$ cat config.mk
export PLATFORM = sky130hd
export DESIGN_NAME = push_button_conditioner
export DESIGN_NICKNAME = d
export VERILOG_FILES = /design/src/rtl/push_button_conditioner_pkg.sv /design/src/rtl/push_button_conditioner_debounce.sv /design/src/rtl/push_button_conditioner.sv
export SDC_FILE = /design/constraint.sdc
export NUM_CORES = 1
export LEC_CHECK = 0
export ABC_AREA = 1
export ABC_CLOCK_PERIOD_IN_PS = 1600
export CAP_MARGIN = 25
export CORE_UTILIZATION = 45
export DETAILED_ROUTE_END_ITERATION = 7
export HOLD_SLACK_MARGIN = 0.12
export MAX_ROUTING_LAYER = met4
export PLACE_DENSITY_LB_ADDON = 0.2
export REMOVE_ABC_BUFFERS = 1
export SLEW_MARGIN = 20
export SYNTH_ARGS = -nofsm -noshare
export SYNTH_HDL_FRONTEND = slang
export SYNTH_SLANG_ARGS = --single-unit
$ cat constraint.sdc
create_clock -name clk_osc -period 1.6 [get_ports clk_osc]
set_input_delay 0.24 -clock clk_osc [delete_from_list [all_inputs] [get_ports clk_osc]]
set_output_delay 0.24 -clock clk_osc [all_outputs]
set_load 0.02 [all_outputs]
$ cat src/rtl/push_button_conditioner_pkg.sv
// Shared definitions for the push-button input path.
//   - Button index constants matching the push[] bit order (u, d, l, r, m).
//   - Default timing constants for a 100 MHz clk_osc.
//   - Encoding of the per-button auto-repeat state machine.
//   - cnt_width(): counter width for a terminal count, never below 1 bit.
package push_button_conditioner_pkg;

  localparam int unsigned BTN_U = 0;
  localparam int unsigned BTN_D = 1;
  localparam int unsigned BTN_L = 2;
  localparam int unsigned BTN_R = 3;
  localparam int unsigned BTN_M = 4;

  localparam int unsigned DEFAULT_N_BTN           = 5;
  localparam int unsigned DEFAULT_DEBOUNCE_CYCLES = 1_000_000;   // 10 ms
  localparam int unsigned DEFAULT_REPEAT_DELAY    = 50_000_000;  // 0.5 s
  localparam int unsigned DEFAULT_REPEAT_RATE     = 15_000_000;  // 0.15 s
  localparam logic [4:0]  DEFAULT_REPEAT_MASK     = 5'b00011;    // up, down

  typedef enum logic [1:0] {
    IDLE   = 2'd0,
    DELAY  = 2'd1,
    REPEAT = 2'd2
  } rpt_state_t;

  // A counter that counts 0..n-1 needs $clog2(n) bits; a count of 1 or 2
  // still needs a real flop so the vector is never zero-width.
  function automatic int unsigned cnt_width(input int unsigned n);
    return (n <= 2) ? 1 : $clog2(n);
  endfunction

endpackage

$ cat src/rtl/push_button_conditioner_debounce.sv
// Single-button conditioner: two-flop synchroniser, debounce counter and an
// optional auto-repeat state machine.
// Ports:
//   clk_osc        system clock
//   reset          synchronous, active-high reset
//   push           raw asynchronous button level
//   level          debounced level
//   press          one-cycle pulse on accepted press and on each auto-repeat
//   release_pulse  one-cycle pulse on accepted release ("release" itself is
//                  a reserved word in SystemVerilog)
module button_debounce_repeat
  import push_button_conditioner_pkg::*;
#(
  parameter int unsigned DEBOUNCE_CYCLES = DEFAULT_DEBOUNCE_CYCLES,
  parameter bit          REPEAT_EN       = 1'b1,
  parameter int unsigned REPEAT_DELAY    = DEFAULT_REPEAT_DELAY,
  parameter int unsigned REPEAT_RATE     = DEFAULT_REPEAT_RATE
) (
  input  logic clk_osc,
  input  logic reset,
  input  logic push,
  output logic level,
  output logic press,
  output logic release_pulse
);

  localparam int unsigned DW = cnt_width(DEBOUNCE_CYCLES);
  localparam int unsigned RW = (cnt_width(REPEAT_DELAY) > cnt_width(REPEAT_RATE))
                               ? cnt_width(REPEAT_DELAY) : cnt_width(REPEAT_RATE);

  localparam logic [DW-1:0] DB_LAST    = DW'(DEBOUNCE_CYCLES - 1);
  localparam logic [RW-1:0] DELAY_LAST = RW'(REPEAT_DELAY - 1);
  localparam logic [RW-1:0] RATE_LAST  = RW'(REPEAT_RATE - 1);

  logic [1:0]    sync_q;   // [0] first stage, [1] synchronised level
  logic          sync;
  logic [DW-1:0] cnt;
  logic          accept;
  logic          rise;
  logic          fall;

  rpt_state_t    state;
  rpt_state_t    state_nxt;
  logic [RW-1:0] rcnt;
  logic [RW-1:0] rcnt_nxt;
  logic          rpt_pulse;

  assign sync   = sync_q[1];
  // The new level has persisted for DEBOUNCE_CYCLES samples: take it now.
  assign accept = (sync != level) && (cnt == DB_LAST);
  assign rise   = accept &  sync;
  assign fall   = accept & ~sync;

  always_comb begin
    // NOTE: every output of this block gets a default before any branch so
    // no path leaves one unassigned, which would infer a latch.
    state_nxt = state;
    rcnt_nxt  = rcnt;
    rpt_pulse = 1'b0;

    // A release always wins: back to IDLE and no repeat pulse this cycle.
    if (!REPEAT_EN || fall) begin
      state_nxt = IDLE;
      rcnt_nxt  = '0;
    end else begin
      unique case (state)
        IDLE: begin
          if (rise) begin
            state_nxt = DELAY;
            rcnt_nxt  = '0;
          end
        end
        DELAY: begin
          if (rcnt == DELAY_LAST) begin
            rpt_pulse = 1'b1;
            rcnt_nxt  = '0;
            state_nxt = REPEAT;
          end else begin
            rcnt_nxt = rcnt + RW'(1);
          end
        end
        REPEAT: begin
          if (rcnt == RATE_LAST) begin
            rpt_pulse = 1'b1;
            rcnt_nxt  = '0;
          end else begin
            rcnt_nxt = rcnt + RW'(1);
          end
        end
        default: begin
          state_nxt = IDLE;
          rcnt_nxt  = '0;
        end
      endcase
    end
  end

  // NOTE: state is updated with non-blocking assignments so every flop here
  // samples values from before the edge, regardless of statement order.
  always_ff @(posedge clk_osc) begin
    if (reset) begin
      sync_q        <= '0;
      level         <= 1'b0;
      cnt           <= '0;
      state         <= IDLE;
      rcnt          <= '0;
      press         <= 1'b0;
      release_pulse <= 1'b0;
    end else begin
      sync_q <= {sync_q[0], push};

      if (sync == level) begin
        cnt <= '0;            // bounce back to the current level: start over
      end else if (cnt == DB_LAST) begin
        level <= sync;
        cnt   <= '0;
      end else begin
        cnt <= cnt + DW'(1);
      end

      state         <= state_nxt;
      rcnt          <= rcnt_nxt;
      // Pulses are registered so they line up with the level change.
      press         <= rise | rpt_pulse;
      release_pulse <= fall;
    end
  end

endmodule

$ cat src/rtl/push_button_conditioner.sv
// Turns the raw push buttons into clean, clock-synchronous events.
// Ports:
//   clk_osc        system clock (100 MHz)
//   reset          synchronous, active-high reset
//   push           raw button levels, push[0]=u, [1]=d, [2]=l, [3]=r, [4]=m
//   level          debounced button levels
//   press          one-cycle pulse per accepted press and per auto-repeat
//   release_pulse  one-cycle pulse per accepted release
//   any_press      OR of press, same cycle
module push_button_conditioner
  import push_button_conditioner_pkg::*;
#(
  parameter int unsigned       N_BTN           = DEFAULT_N_BTN,
  parameter int unsigned       DEBOUNCE_CYCLES = DEFAULT_DEBOUNCE_CYCLES,
  parameter logic [N_BTN-1:0]  REPEAT_MASK     = N_BTN'(DEFAULT_REPEAT_MASK),
  parameter int unsigned       REPEAT_DELAY    = DEFAULT_REPEAT_DELAY,
  parameter int unsigned       REPEAT_RATE     = DEFAULT_REPEAT_RATE
) (
  input  logic             clk_osc,
  input  logic             reset,
  input  logic [N_BTN-1:0] push,
  output logic [N_BTN-1:0] level,
  output logic [N_BTN-1:0] press,
  output logic [N_BTN-1:0] release_pulse,
  output logic             any_press
);

  for (genvar i = 0; i < N_BTN; i++) begin : g_btn
    button_debounce_repeat #(
      .DEBOUNCE_CYCLES (DEBOUNCE_CYCLES),
      .REPEAT_EN       (REPEAT_MASK[i]),
      .REPEAT_DELAY    (REPEAT_DELAY),
      .REPEAT_RATE     (REPEAT_RATE)
    ) u_btn (
      .clk_osc       (clk_osc),
      .reset         (reset),
      .push          (push[i]),
      .level         (level[i]),
      .press         (press[i]),
      .release_pulse (release_pulse[i])
    );
  end

  // Press is already registered, so this OR lands in the same cycle.
  assign any_press = |press;

endmodule

; Word-level counts from Yosys, hierarchy flattened
; Cells that the tools add are included.
[totals]
regBits = 181
in_bits = 7
wordCells = 131
[classes]
add_sub_neg = 7
n_eq_ne = 27
muxes = 22
bitwise = 24
n_reduce_logical = 22
[op_table]
columns = cell, n
row1 = 2-to-1 mux 26 bit, 6
row2 = one-hot mux 26 bit (3 select lines), 2
row3 = adder 20 x 1 -> 20 bit (second input constant), 5
row4 = == test 20 bit (second input constant), 5
row5 = adder 26 x 1 -> 26 bit (second input constant), 2
row6 = == test 26 x 24 -> 1 bit (second input constant), 2
row7 = == test 26 bit (second input constant), 2
row8 = OR reduction 3 bit, 5
row9 = inverter 1 bit, 12
row10 = one-hot mux 2 bit (3 select lines), 2
row11 = bitwise AND 1 bit, 10
row12 = AND reduction 2 bit, 5
row13 = 2-to-1 mux 2 bit, 4
row14 = inequality test 2 x 1 -> 1 bit (second input constant), 4
row15 = 2-to-1 mux 1 bit, 6
row16 = AND reduction 3 bit, 2
row17 = == test 1 bit, 5
row18 = logical AND 1 bit, 5
row19 = inequality test 1 bit, 5
row20 = OR reduction 5 bit, 1
row21 = == test 2 x 1 -> 1 bit (second input constant), 2
row22 = == test 2 bit (second input constant), 2
row23 = zero test 2 bit, 2
row24 = one-hot mux 1 bit (2 select lines), 2
row25 = 2 further kinds, 4

; Logic depth before layout (Yosys ltp)
; Gate-level depths: netlist of run 1.
[depth]
word_depth = 5
ltp_mapped = 13
depth_no_buf = 12

; By module
; A second synthesis of run 1 with hierarchy kept.
[unflattened]
hier_cells = 1467
area_unflattened_um2 = 9944.5
[by_module_without_submodules]
columns = mod, instances, cells_per_inst, area_per_inst_um2
row1 = button_debounce_repeat at g_btn[0].u_btn ..., 2, 467, 3135.5
row2 = button_debounce_repeat at g_btn[2].u_btn ..., 2, 172, 1192.4
row3 = button_debounce_repeat at g_btn[4].u_btn, 1, 185, 1272.5
row4 = push_button_conditioner, 1, 4, 16.3

; Least setup slack after synthesis of run 1
; OpenSTA, ideal clock, no wires.
[synth_path]
kind = flip-flop to flip-flop
start = register g_btn[1].u_btn.rcnt[0]
end = register g_btn[1].u_btn.rcnt[24]
setup_ns = 0.113
arrival_time_ns = 1.531
t_required_ns = 1.487
slack_ns = -0.044
path_stages_with_launch = 14
synth_period_minus_slack_ns = 1.644
cell_sequence = dfxtp_1 > ha_1 > nand2_2 > nor2_4 > nand2_1 > nor2_1 > nand2_1 > nand2_1 > nand2_1 > buf_6 > nand2_4 > nor2_1 > nor2_1 > nor2_1
[synth_via]
elab_chain_len = 3
word_cells_on_any_way = 6
cone_classes = 1 x add/sub / 2 x eq/ne / 3 x mux
[synth_lines]
columns = element, line_no
row1 = start: declaration, push_button_conditioner_debounce.sv:44  ; logic [RW-1:0] rcnt;
row2 = start signal: assignment, push_button_conditioner_debounce.sv:122  ; rcnt <= rcnt_nxt;
row3 = "adder 26 x 1 -> 26 bit, or another cell as far along", "push_button_conditioner_debounce.sv:79, push_button_conditioner_debounce.sv:87"
row4 = 2-to-1 mux 26 bit (on tied branches), "push_button_conditioner_debounce.sv:83, push_button_conditioner_debounce.sv:74"
row5 = one-hot mux 26 bit (3 select lines) *, push_button_conditioner_debounce.sv:66  ; unique case (state)
; Mark *: on every way between the ends. The rest lies on a longest branch, timed or not.
; A chain may end at the register's enable or synchronous reset.

; Worst setup path in the final report of run 1
[layout_path]
start = register g_btn[1].u_btn.rcnt[1]
end = register g_btn[1].u_btn.rcnt[1]
; Same word-level chain as after synthesis.

==> metrics.md, run 1 <==
| Metric | Value |
|---|---|
| Yosys reg bits | roughly 180 |
| Multi-input combinational cell area | between 6000 and 7000 µm² |
| Port bufs | 22 |
| Core Box Area | between 20000 and 25000 µm² |
| Reg power frac | 0.508 |
| Initial antenna violation count | 0 |
| Maximum operating frequency | approximately 550 MHz |
| Signal arrival time at the worst endpoint | 2.13 ns |
| Power share of the clock group | 0.467 |
| Internal power consumption | approximately 7 mW |
| Inserted Diodes | 0 |
| Total count of hold-check failures in the final report | 0 |
| Setup slack at placement | -0.145 ns |
| Reported leakage power | 5.44 nW |
| Cell Count, Final, Fillers Out | 2071 |
| Placed Cells incl. Taps | slightly below 2000 |
| Fraction of the yosys area taken by sequential cells | 0.367 |
| Fraction of post-synthesis cell area in the top cell type by area | 0.367 |
| Share of total power in combinational logic | 0.024 |
| Via count of the first global-routing pass | ~9400 |
| Total wire length after detailed routing | between 20 and 30 mm |
| NetSw | 2.04 mW |
| Register area | ~3700 µm² |
| Result of the run | finished, violations left |
| Most used standard cells in the synthesized netlist | 379 x nand2_1, 313 x nor2_1, 194 x inv_1 |
| Filler instances | about 1700 |
| P per Cell Area | roughly 630 nW/µm² |
| Post-synthesis instance area | 9870 µm² |
| Per-cell via count in the routed design | ~5.1 |
| Worst hold slack | around 0.32 ns |
| Setup skew after layout | 0.0171 ns |
| TritonCTS clock tree | built |
| Die outline area | about 23000 µm² |
| Type of the worst setup path | reg -> reg |
| Worst-path fanout max | 6 |
| Count of flip-flops with a built-in enable after synthesis | 0 |
| Synth-to-layout area growth | 44.2% |
| Normalized max-slew margin | 0.738 |
| Number of levels the H-tree was split into | 4 |
| Count of clock tree sinks | 181 |
| Setup-failing EPs final | 101 |
| Critical Path Start Type | flop |
| IO Count | 23 |
| Net total in the final layout | approximately 1800 |
| Clock Root Buffer | clkbuf_16 |
| Violated checks | negative setup slack |
| Number of clock buffers inserted by TritonCTS | 17 |
| Switching power share of the total | 0.229 |
| Tightest Pin Transition | roughly 0.4 ns |
| DRC violation total after the first TritonRoute iteration | about 590 |
| Class of the worst hold path | in -> reg |
| Synthesis Warnings | 0 |
| Instance count of the mapped netlist | roughly 1500 |
| Effective utilization at floorplan | 0.463 |
| Peak supply drop | 0.638 mV |
| Global-route wire length before repair | around 42 mm |
| Overflow after GRT | 0 |
| Placed wire-length estimate after detailed placement | about 18 mm |
| Aggregate global-route resource usage | 0.239 |
| Placer Congestion | 0.952 |
| Cell taking the most area after synthesis | dfxtp_1 |
| Distinct cell type count of the synthesized netlist | 43 |
| Final worst setup slack | -0.208 ns |
| Die boundary width | approximately 150 µm |
| Min cycle time layout | 1.81 ns |
| Floorplan row count | 53 |
| Largest cells by area after synthesis | dfxtp_1 37%, nand2_1 14%, nor2_1 12%, inv_1 7.4%, nand3_1 5.1% |
| Number of nets with antenna violations after detailed routing | 0 |
| Via count | ~10000 |
| Count of final max-slew check failures | 0 |
| Synth async-reset ratio | 0 |
| Unrepaired setup endpoints after global routing | yes |
| Pin count of the biggest net entering global routing | 21 |
| Buffers from clock root to sink, at most | 2 |
| Most frequent cell after synthesis | nand2_1 |
| Final core utilization | 0.668 |
| Detailed Routing Iterations Pass 1 | 5 |
| Most used DFF post-synth | dfxtp_1 |
| Ratio of cells with drive above 1 in the final layout | 0.344 |
| Clock latency of the later-clocked register in the worst-skew pair | ~0.44 ns |
| Number of DRC violations after detailed routing | 0 |
| Sort of element at the end of the critical path | flop |
| Routed wire length per instance | about 14 µm |
| Y dimension of the die | between 150 and 200 µm |
| Clock-pin slew on the worst setup and hold paths | ~0.07 ns |
| Part of the cycle the worst path needs | 1.13 |
| Mean instance size in the synthesized netlist | approximately 6.5 µm² |
| Max-cap check violation count | 0 |
| WP data required | roughly 1.9 ns |
-- power groups by stage --
stage	Sequential, mW	Combinational, mW	Clock [mW]
after floorplan	4.63	0.0639	0
after global placement	4.63	0.149	0
after detailed placement	4.63	0.149	0
after CTS	4.53	0.170	4.22
after global routing	4.52	0.229	4.40
final	4.52	0.215	4.16
-- final timing paths --
kind | from | cells after the start | to | slack [ns]
min reg2reg | g_btn[1].u_btn.sync_q[0] | 2 | g_btn[1].u_btn.sync_q[1] | 0.41
min | push[0] | 3 | g_btn[0].u_btn.sync_q[0] | 0.32
max reg2reg | g_btn[1].u_btn.rcnt[1] | 12 | g_btn[1].u_btn.rcnt[1] | -0.21
max | g_btn[1].u_btn.rcnt[1] | 12 | g_btn[1].u_btn.rcnt[1] | -0.21
-- repair_timing --
item	4_1_cts	5_1_grt
endpoints found under the setup margin	130	167
pin swaps	37	104
setup buffers	30	28
gates cloned	7	5
hold buffers	0	0
gates resized for setup	117	317
-- layout make-up --
cell class | instances | area share
multi-input cells | 1104 | 0.447
inverters | 200 | 0.0540
clock inverters | 12 | 0.00862
repair buffers | 280 | 0.175
flip-flops and latches | 181 | 0.259
clock buffers | 19 | 0.0318
well taps | 275 | 0.0242
-- cell usage in the layout (no fill, tap or decap), types with 8 or more instances in the layout --
cell type / n
xor2_1: 35
dfxtp_1: 139
dlygate4sd2_1: 12
nor2_4: 28
o21ai_2: 11
or2_2: 8
o21ai_0: 12
clkbuf_16: 21
nand2_1: 330
inv_1: 182
a21oi_1: 39
nor2_1: 244
nand3_2: 18
inv_2: 14
buf_4: 220
nor2_2: 50
nand2_2: 44
nand3_1: 76
a21oi_2: 38
buf_12: 11
nor3_1: 27
nand4_1: 32
nand3_4: 12
ha_1: 9
nor3_2: 13
buf_6: 16
dfxtp_2: 40
nand2_4: 16
-- worst max-delay path, stage by stage (launching register included) --
cell	delay (ns)
dfxtp_2	0.36
ha_4	0.16
nand2_4	0.06
nor2_4	0.18
nand3_2	0.09
nor2_1	0.09
nand2_1	0.08
nand2_1	0.13
nand2_2	0.10
buf_12	0.16
buf_8	0.13
nand3b_1	0.08
a21oi_1	0.06
-- stage by stage --
stage                     TNS (ns)  power (mW)  area [µm²]
after global placement       -2.53        4.78       11600
after floorplan             -18.55        4.69        9540
after CTS                    -1.75        8.92       12900
final                        -6.82        8.90       14200
after detailed placement     -4.85        4.78       11600
after global routing        -17.91        9.15       14200
-- registers in the layout, indices dropped and copies added, names as in the netlist --
register                   count
g_btn.u_btn.state              4
g_btn.u_btn.press              5
g_btn.u_btn.sync_q            10
g_btn.u_btn.cnt              100
g_btn.u_btn.release_pulse      5
g_btn.u_btn.rcnt              52
g_btn.u_btn.level              5
-- metal layers --
metal,track usage,wire [µm]
met3,0.0387,1120
met2,0.406,14200
met4,0.0586,509
met5,-,0
met1,0.294,12600
-- kinds of logic after synthesis --
| group | share of synthesized area |
|---|---|
| buffers and inverters | 0.109 |
| adders and majority gates | 0.0203 |
| DFF | 0.367 |
| AOI/OAI and AO/OA | 0.0595 |
| xor gates and xnor gates | 0.0364 |
| and+or+nand+nor | 0.407 |
Note: power is estimated with default switching activity, not from simulation.
==> run 2, diff against run 1 <==
CORE_MARGIN = 4   (was unset)
==> run 2 against run 1 <==
The flow still finishes with violations (negative setup slack). Final cell count hardly changed. Non-clock buffer count is 1 lower. Critical path depth is 2 lower. Global-route usage is 1.5 points lower. Maximum frequency is 0.64% higher. Power is 2.7% higher. Sequential power hardly changed. Worst setup slack better by 0.012 ns. Count of clock-buffer cells in the layout is 2 lower. First-iteration DRC count is 23% higher. Largest power group unchanged.
==> metrics.md, run 2 (synthesis gave the netlist of run 1 again) <==
| Metric | Value |
|---|---|
| Maximum operating frequency | 557 MHz (+0.64%) |
| Setup skew after layout | 0.0139 ns (-0.00323 ns) |
| Setup TNS after final layout | -8.60 ns (-1.78 ns) |
| Internal power consumption | 6.98 mW (+1.8%) |
| Max-cap check violation count | 0 (unchanged) |
| Reg2Reg Depth | 10 (-2) |
| Register-to-register setup slack | -0.20 ns (about the same) |
| Net total in the final layout | 1807 (unchanged) |
| Die boundary width | 156 µm (+4.0%) |
| Number of buffers and inverters on the critical path | 1 (-1) |
| Overflow after GRT | 0 (unchanged) |
| Inserted Diodes | 0 (unchanged) |
| NetSw | 2.16 mW (+5.7%) |
| WHS Endpoint | g_btn[0].u_btn.sync_q[0] |
| Master of the slowest instance on the critical path | dfxtp_2 |
| Result of the run | finished, violations left |
| Type of the worst setup path | reg -> reg |
| Count of final max-slew check failures | 0 (unchanged) |
| Launch instance of the worst register-to-register path | g_btn[0].u_btn.cnt[0] |
| Regs by FF count | g_btn.u_btn.cnt: 100 flops, g_btn.u_btn.rcnt: 52 flops, g_btn.u_btn.sync_q: 10 flops |
| Effective utilization at floorplan | 0.463 (unchanged) |
| IO Count | 23 (unchanged) |
| Per-cell via count in the routed design | 5.08 (+0.42%) |
| Filler instances | 1685 (+1.0%) |
| Max FFs per register | 100 (unchanged) |
| Share of total power in combinational logic | 0.023 (about the same) |
| Class of the worst hold path | in -> reg |
| Worst hold slack | 0.315 ns (-0.00242 ns) |
| Power share of the clock group | 0.482 (+0.015) |
| Pin count of the biggest net entering global routing | 21 (unchanged) |
| Die outline area | 24400 µm² (+8.2%) |
| Most used cell along the critical path | nand2_4 |
| Number of buffers inserted by hold repair at cts | 0 (unchanged) |
| Number of DRC violations after detailed routing | 0 (unchanged) |
| TritonCTS clock tree | built |
| Aggregate global-route resource usage | 0.224 (-0.0146) |
| Met3 wire len | 1.21 mm (+8.8%) |
| Most common cell after layout, fill and taps aside | nand2_1 |
| Cell Count, Final, Fillers Out | 2072 (+0.048%) |
| Number of levels the H-tree was split into | 4 (unchanged) |
| Normalized max-slew margin | 0.645 (-0.0933) |
| Highest routed layer | met4 |
| Clock latency of the later-clocked register in the worst-skew pair | 0.44 ns (about the same) |
| Via count of the first global-routing pass | 9710 (+2.9%) |
| Routed wire length per instance | 14.0 µm (+2.3%) |
| DRC violation total after the first TritonRoute iteration | 728 (+23%) |
| Number of nets with antenna violations after detailed routing | 0 (unchanged) |
| Wire length on met1 | 12.2 mm (-3.3%) |
| Final worst setup slack | -0.196 ns (+0.0116 ns) |
| Detailed Routing Iterations Pass 1 | 6 (+1) |
| Peak supply drop | 0.625 mV (-2.1%) |
| Sort of element at the end of the critical path | flop |
| Hold path depth | 3 (unchanged) |
| Critical path's largest stage delay | 0.36 ns (about the same) |
| Switching power share of the total | 0.236 (+0.00679) |
| Critical Path Start Type | flop |
| Number of clock buffers inserted by TritonCTS | 17 (unchanged) |
| Critical register-to-register path endpoint | g_btn[0].u_btn.rcnt[7] |
| Reported leakage power | 5.46 nW (+0.43%) |
| Placer Congestion | 0.941 (-1.1%) |
| Initial antenna violation count | 0 (unchanged) |
| P per Cell Area | 640 nW/µm² (+2.4%) |
| Unrepaired setup endpoints after global routing | yes |
| Min cycle time layout | 1.80 ns (-0.0116 ns) |
| Core Box Area | 21300 µm² (unchanged) |
| Port bufs | 22 (unchanged) |
| Buffers from clock root to sink, at most | 2 (unchanged) |
| Reg power frac | 0.495 (-0.013) |
| Count of clock tree sinks | 181 (unchanged) |
| Most used cells in the layout excluding fill and tap cells | 318 x nand2_1, 239 x nor2_1, 209 x buf_4, 181 x inv_1, 141 x dfxtp_1 |
| Global-route wire length before repair | 44.0 mm (+4.6%) |
| Via count | 10500 (+0.47%) |
| Register with the highest flop count | g_btn.u_btn.cnt |
| Clock Root Buffer | clkbuf_16 |
| Start point of the worst hold path | push[0] |
| Setup slack at placement | -0.173 ns (-0.0275 ns) |
| Placed wire-length estimate after detailed placement | 17.5 mm (-1.7%) |
| Ordered list of cells on the worst path | ha_4 -> nand2_4 -> nor2_4 -> nand2_2 -> nor2_4 -> nand3_4 -> nand2_4 -> clkinvlp_4 -> nand2_4 -> nor2_1 |
| Setup-failing EPs final | 84 (-17%) |
| Violated checks | negative setup slack |
| WP data required | 1.93 ns (about the same) |
| Tightest Pin Transition | 0.531 ns (+0.142 ns) |
| Ratio of cells with drive above 1 in the final layout | 0.345 (+0.000921) |
| Total count of hold-check failures in the final report | 0 (unchanged) |
| Signal arrival time at the worst endpoint | 2.12 ns (about the same) |
| Total wire length after detailed routing | 29.1 mm (+2.4%) |
| Placed Cells incl. Taps | 1974 (-0.10%) |
| Floorplan row count | 53 (unchanged) |
| Worst-path fanout max | 6 (unchanged) |
| Final Total Pwr | 9.14 mW (+2.7%) |
| Y dimension of the die | 156 µm (+4.0%) |
| Met2 wire length | 14.5 mm (+2.5%) |
| Part of the cycle the worst path needs | 1.12 (-0.00723) |
| Category of cells accounting for the largest share of critical-path delay | simple AND/OR/NAND/NOR gates |
| Clock-pin slew on the worst setup and hold paths | 0.08 ns (about the same) |
| Synth-to-layout area growth | 44.6% |
## run 2: power by group through the flow
stage / logic (mW) / clock network (mW) / registers (mW)
final: 0.213 / 4.40 / 4.52
after global routing: 0.228 / 4.67 / 4.52
after CTS: 0.178 / 4.47 / 4.52
after floorplan: 0.0639 / 0 / 4.63
after global placement: 0.151 / 0 / 4.63
after detailed placement: 0.151 / 0 / 4.63
## run 2: worst max-delay path by stage
| stage | end | start | slack (ns) | cells past startpoint |
|---|---|---|---|---|
| 2_1_floorplan | g_btn[1].u_btn.state[0] | g_btn[1].u_btn.cnt[0] | -0.59 | 10 |
| 3_3_place_gp | g_btn[1].u_btn.rcnt[15] | g_btn[1].u_btn.cnt[0] | -0.11 | 9 |
| 3_5_place_dp | g_btn[0].u_btn.rcnt[5] | g_btn[0].u_btn.cnt[0] | -0.17 | 11 |
| 4_1_cts | g_btn[1].u_btn.rcnt[22] | g_btn[1].u_btn.cnt[0] | -0.11 | 11 |
| 5_1_grt | g_btn[0].u_btn.rcnt[10] | g_btn[0].u_btn.cnt[0] | -0.29 | 12 |
| 6_report | g_btn[0].u_btn.rcnt[7] | g_btn[0].u_btn.cnt[0] | -0.20 | 10 |
## run 2: timing repair
action / 4_1_cts / 5_1_grt
pin swaps: 43 / 93
gates cloned: 11 / 5
gates resized for setup: 159 / 301
setup endpoints to repair: 118 / 154
buffers inserted: 35 / 27
## run 2: final cells by class
type	count	area [µm²]	share of cell area
clock buffers	17	425	0.0298
clock inverters	15	189	0.0132
inverters	200	774	0.0543
multi-input cells	1105	6370	0.447
flip-flops and latches	181	3680	0.258
well taps	275	344	0.0241
repair buffers	279	2480	0.174
## run 2: stage by stage
stage / utilization / cell area [µm²]
6_report: 0.670 / 14300
5_1_grt: 0.670 / 14300
4_1_cts: 0.623 / 13300
3_5_place_dp: 0.545 / 11600
3_3_place_gp: 0.545 / 11600
2_1_floorplan: - / 9540
## run 2: worst register-to-register path, cell delays in order (launching register included)
cell and delay (ns):
dfxtp_2 0.36, ha_4 0.16, nand2_4 0.05, nor2_4 0.11
nand2_2 0.09, nor2_4 0.17, nand3_4 0.10, nand2_4 0.09
clkinvlp_4 0.25, nand2_4 0.24, nor2_1 0.07
## run 2: routing by layer
layer | vias up | track usage
met2 | 297 | 0.371
li1 | 5305 | -
met5 | - | -
met3 | 109 | 0.0408
met1 | 4810 | 0.274
met4 | 0 | 0.0805
==> run 3, diff against run 2 <==
DONT_BUFFER_PORTS = 1   (was unset)
==> run 3 against run 2 <==
Flip-flop and latch count stayed put. Largest cell class unchanged. Wire length is 3.3% lower. Critical path depth is 2 higher. The flow still finishes with violations (negative setup slack). First-iteration DRC count is 17% lower.
==> metrics.md, run 3 (synthesis gave the netlist of run 1 again) <==
| Metric | Value |
|---|---|
| Signal arrival time at the worst endpoint | 2.07 ns (-0.05 ns) |
| Internal power consumption | 7.13 mW (+2.1%) |
| WP data required | 1.92 ns (about the same) |
| Maximum operating frequency | 570 MHz (+2.4%) |
| Setup skew after layout | 0.0117 ns (-0.00222 ns) |
| Ordered list of cells on the worst path | ha_4 -> nand2_4 -> nor2_4 -> nand3_2 -> nor2_1 -> nand2_1 -> nand2_2 -> nand2_4 -> buf_8 -> buf_4 -> nand3b_1 -> a21oi_2 |
| Clock latency of the later-clocked register in the worst-skew pair | 0.43 ns (about the same) |
| Final worst setup slack | -0.153 ns (+0.0427 ns) |
| Peak supply drop | 0.678 mV (+8.5%) |
| Type of the worst setup path | reg -> reg |
| Via count of the first global-routing pass | 9558 (-1.6%) |
| Post-route design area | 14100 µm² (-0.99%) |
| Most used cells in the layout excluding fill and tap cells | 327 x nand2_1, 237 x nor2_1, 193 x buf_4, 182 x inv_1, 141 x dfxtp_1 |
| Critical path's largest stage delay | 0.35 ns (about the same) |
| Reported leakage power | 5.28 nW (-3.3%) |
| NetSw | 2.10 mW (-2.6%) |
| Number of levels the H-tree was split into | 4 (unchanged) |
| Ratio of cells with drive above 1 in the final layout | 0.340 (-0.00509) |
| Number of clock buffers inserted by TritonCTS | 17 (unchanged) |
| Via count | 10300 (-2.2%) |
| Part of the cycle the worst path needs | 1.10 (-0.0267) |
| Share of total power in combinational logic | 0.026 (+0.003) |
| Global-route wire length before repair | 43.2 mm (-1.7%) |
| DRC violation total after the first TritonRoute iteration | 607 (-17%) |
| Regs by FF count | g_btn.u_btn.cnt: 100 flops, g_btn.u_btn.rcnt: 52 flops, g_btn.u_btn.sync_q: 10 flops |
| Wire length on met1 | 12.5 mm (+2.0%) |
| Total wire length after detailed routing | 28.1 mm (-3.3%) |
| Result of the run | finished, violations left |
| Aggregate global-route resource usage | 0.218 (-0.00648) |
| Synth-to-layout area growth | 43.2% |
| Clock Root Buffer | clkbuf_16 |
| Count of final max-slew check failures | 0 (unchanged) |
| Net total in the final layout | 1778 (-1.6%) |
| Placed wire-length estimate after detailed placement | 18.1 mm (+3.6%) |
| Per-cell via count in the routed design | 5.04 (-0.78%) |
| Min cycle time layout | 1.75 ns (-0.0427 ns) |
| Met3 wire len | 1.15 mm (-5.4%) |
| Detailed Routing Iterations Pass 1 | 5 (-1) |
| Setup-failing EPs final | 70 (-17%) |
| P per Cell Area | 653 nW/µm² (+2.0%) |
| Critical Path Start Type | flop |
| Reg power frac | 0.490 (-0.005) |
| Worst hold slack | 0.279 ns (-0.0367 ns) |
| Y dimension of the die | 156 µm (unchanged) |
| Most common cell after layout, fill and taps aside | nand2_1 |
| Die boundary width | 156 µm (unchanged) |
| Overflow after GRT | 0 (unchanged) |
| Sort of element at the end of the critical path | flop |
| Power share of the clock group | 0.484 (+0.002) |
| Most used cell along the critical path | nand2_4 |
| Max-cap check violation count | 0 (unchanged) |
| Max FFs per register | 100 (unchanged) |
| Total count of hold-check failures in the final report | 0 (unchanged) |
| Tightest Pin Transition | 0.757 ns (+0.226 ns) |
| Port bufs | 0 (-100%) |
| Count of clock tree sinks | 181 (unchanged) |
| Number of nets with antenna violations after detailed routing | 0 (unchanged) |
| Post-DP Area | 11500 µm² (-0.58%) |
| Die outline area | 24400 µm² (unchanged) |
| Inserted Diodes | 0 (unchanged) |
| Cell Count, Final, Fillers Out | 2043 (-1.4%) |
| Switching power share of the total | 0.228 (-0.00845) |
| Highest routed layer | met4 |
| Met2 wire length | 14.1 mm (-3.0%) |
| Pin count of the biggest net entering global routing | 21 (unchanged) |
| Effective utilization at floorplan | 0.463 (unchanged) |
| Buffers from clock root to sink, at most | 2 (unchanged) |
| Routed wire length per instance | 13.8 µm (-1.9%) |
| Floorplan row count | 53 (unchanged) |
| Normalized max-slew margin | 0.494 (-0.151) |
| Class of the worst hold path | in -> reg |
| Placer Congestion | 0.910 (-3.2%) |
| Master of the slowest instance on the critical path | dfxtp_2 |
| Placed Cells incl. Taps | 1959 (-0.76%) |
| Core Box Area | 21300 µm² (unchanged) |
| IO Count | 23 (unchanged) |
| Number of DRC violations after detailed routing | 0 (unchanged) |
| Initial antenna violation count | 0 (unchanged) |
| Clock-pin slew on the worst setup and hold paths | 0.07 ns (about the same) |
| Register with the highest flop count | g_btn.u_btn.cnt |
| Unrepaired setup endpoints after global routing | yes |
| Violated checks | negative setup slack |
| Worst-path fanout max | 5 (-1) |
| TritonCTS clock tree | built |
## run 3: cell types whose count changed in the layout (fill, tap and decap cells not counted), sizes merged
cell           previous run  this run
buf                     256       233
dlygate4sd2              15         0
clkbuf                   19        28
clkdlybuf4s50             6         0
dlygate4sd3               0         6
clkinv                    5         3
inv                     205       207
bufinv                    2         3
clkinvlp                  3         2
## run 3: area by class of cell
type | instances | area (µm²)
tap | 275 | 344
clock inverter | 15 | 189
clock buffer | 17 | 425
fill | 1758 | 7160
timing repair buffer | 250 | 2370
multi-input combinational | 1105 | 6360
inverter | 200 | 767
sequential | 181 | 3680
## run 3: path summary, 6_finish.rpt
| check | start | to | slack [ns] | cells after the start |
|---|---|---|---|---|
| hold / removal | reset | g_btn[2].u_btn.cnt[1] | 0.28 | 5 |
| hold reg to reg | g_btn[0].u_btn.sync_q[0] | g_btn[0].u_btn.sync_q[1] | 0.40 | 2 |
| setup / recovery | g_btn[1].u_btn.rcnt[0] | g_btn[1].u_btn.rcnt[1] | -0.15 | 12 |
| setup reg to reg | g_btn[1].u_btn.rcnt[0] | g_btn[1].u_btn.rcnt[1] | -0.15 | 12 |
## run 3: critical path: cells and delay by family (launching register included)
family / cells / cell delay [ns]
compound gates: 1 / 0.06
fa+ha+maj: 1 / 0.15
buf+inv: 2 / 0.27
flops: 1 / 0.35
simple gates: 8 / 0.81
## run 3: through the flow
step / util / TNS (ns) / total power, mW / setup WS (ns)
4_1_cts: 0.600 / -1.97 / 9.22 / -0.0633
2_1_floorplan: - / -18.55 / 4.69 / -0.585
3_3_place_gp: 0.542 / -1.56 / 4.77 / -0.0834
6_report: 0.664 / -4.33 / 9.23 / -0.153
5_1_grt: 0.664 / -12.96 / 9.51 / -0.251
3_5_place_dp: 0.542 / -3.65 / 4.77 / -0.135
## run 3: power by group through the flow
stage          clock, mW  combinational, mW  sequential [mW]
6_report            4.46              0.237             4.53
5_1_grt             4.73              0.253             4.52
4_1_cts             4.51              0.182             4.53
3_5_place_dp           0              0.139             4.63
3_3_place_gp           0              0.137             4.63
2_1_floorplan          0             0.0639             4.63
## run 3: routing by layer
layer  track usage  vias up
li1              -     5263
met1         0.278     4775
met2         0.363      217
met3        0.0344       38
met4        0.0509        0
met5             -        -
## run 3: repair_timing
action	4_1_cts	5_1_grt
buffers inserted	8	22
gates cloned	7	12
pin swaps	20	103
hold buffers	6	0
setup endpoints to repair	101	166
resized for setup	99	299
hold endpoints to repair	13	0
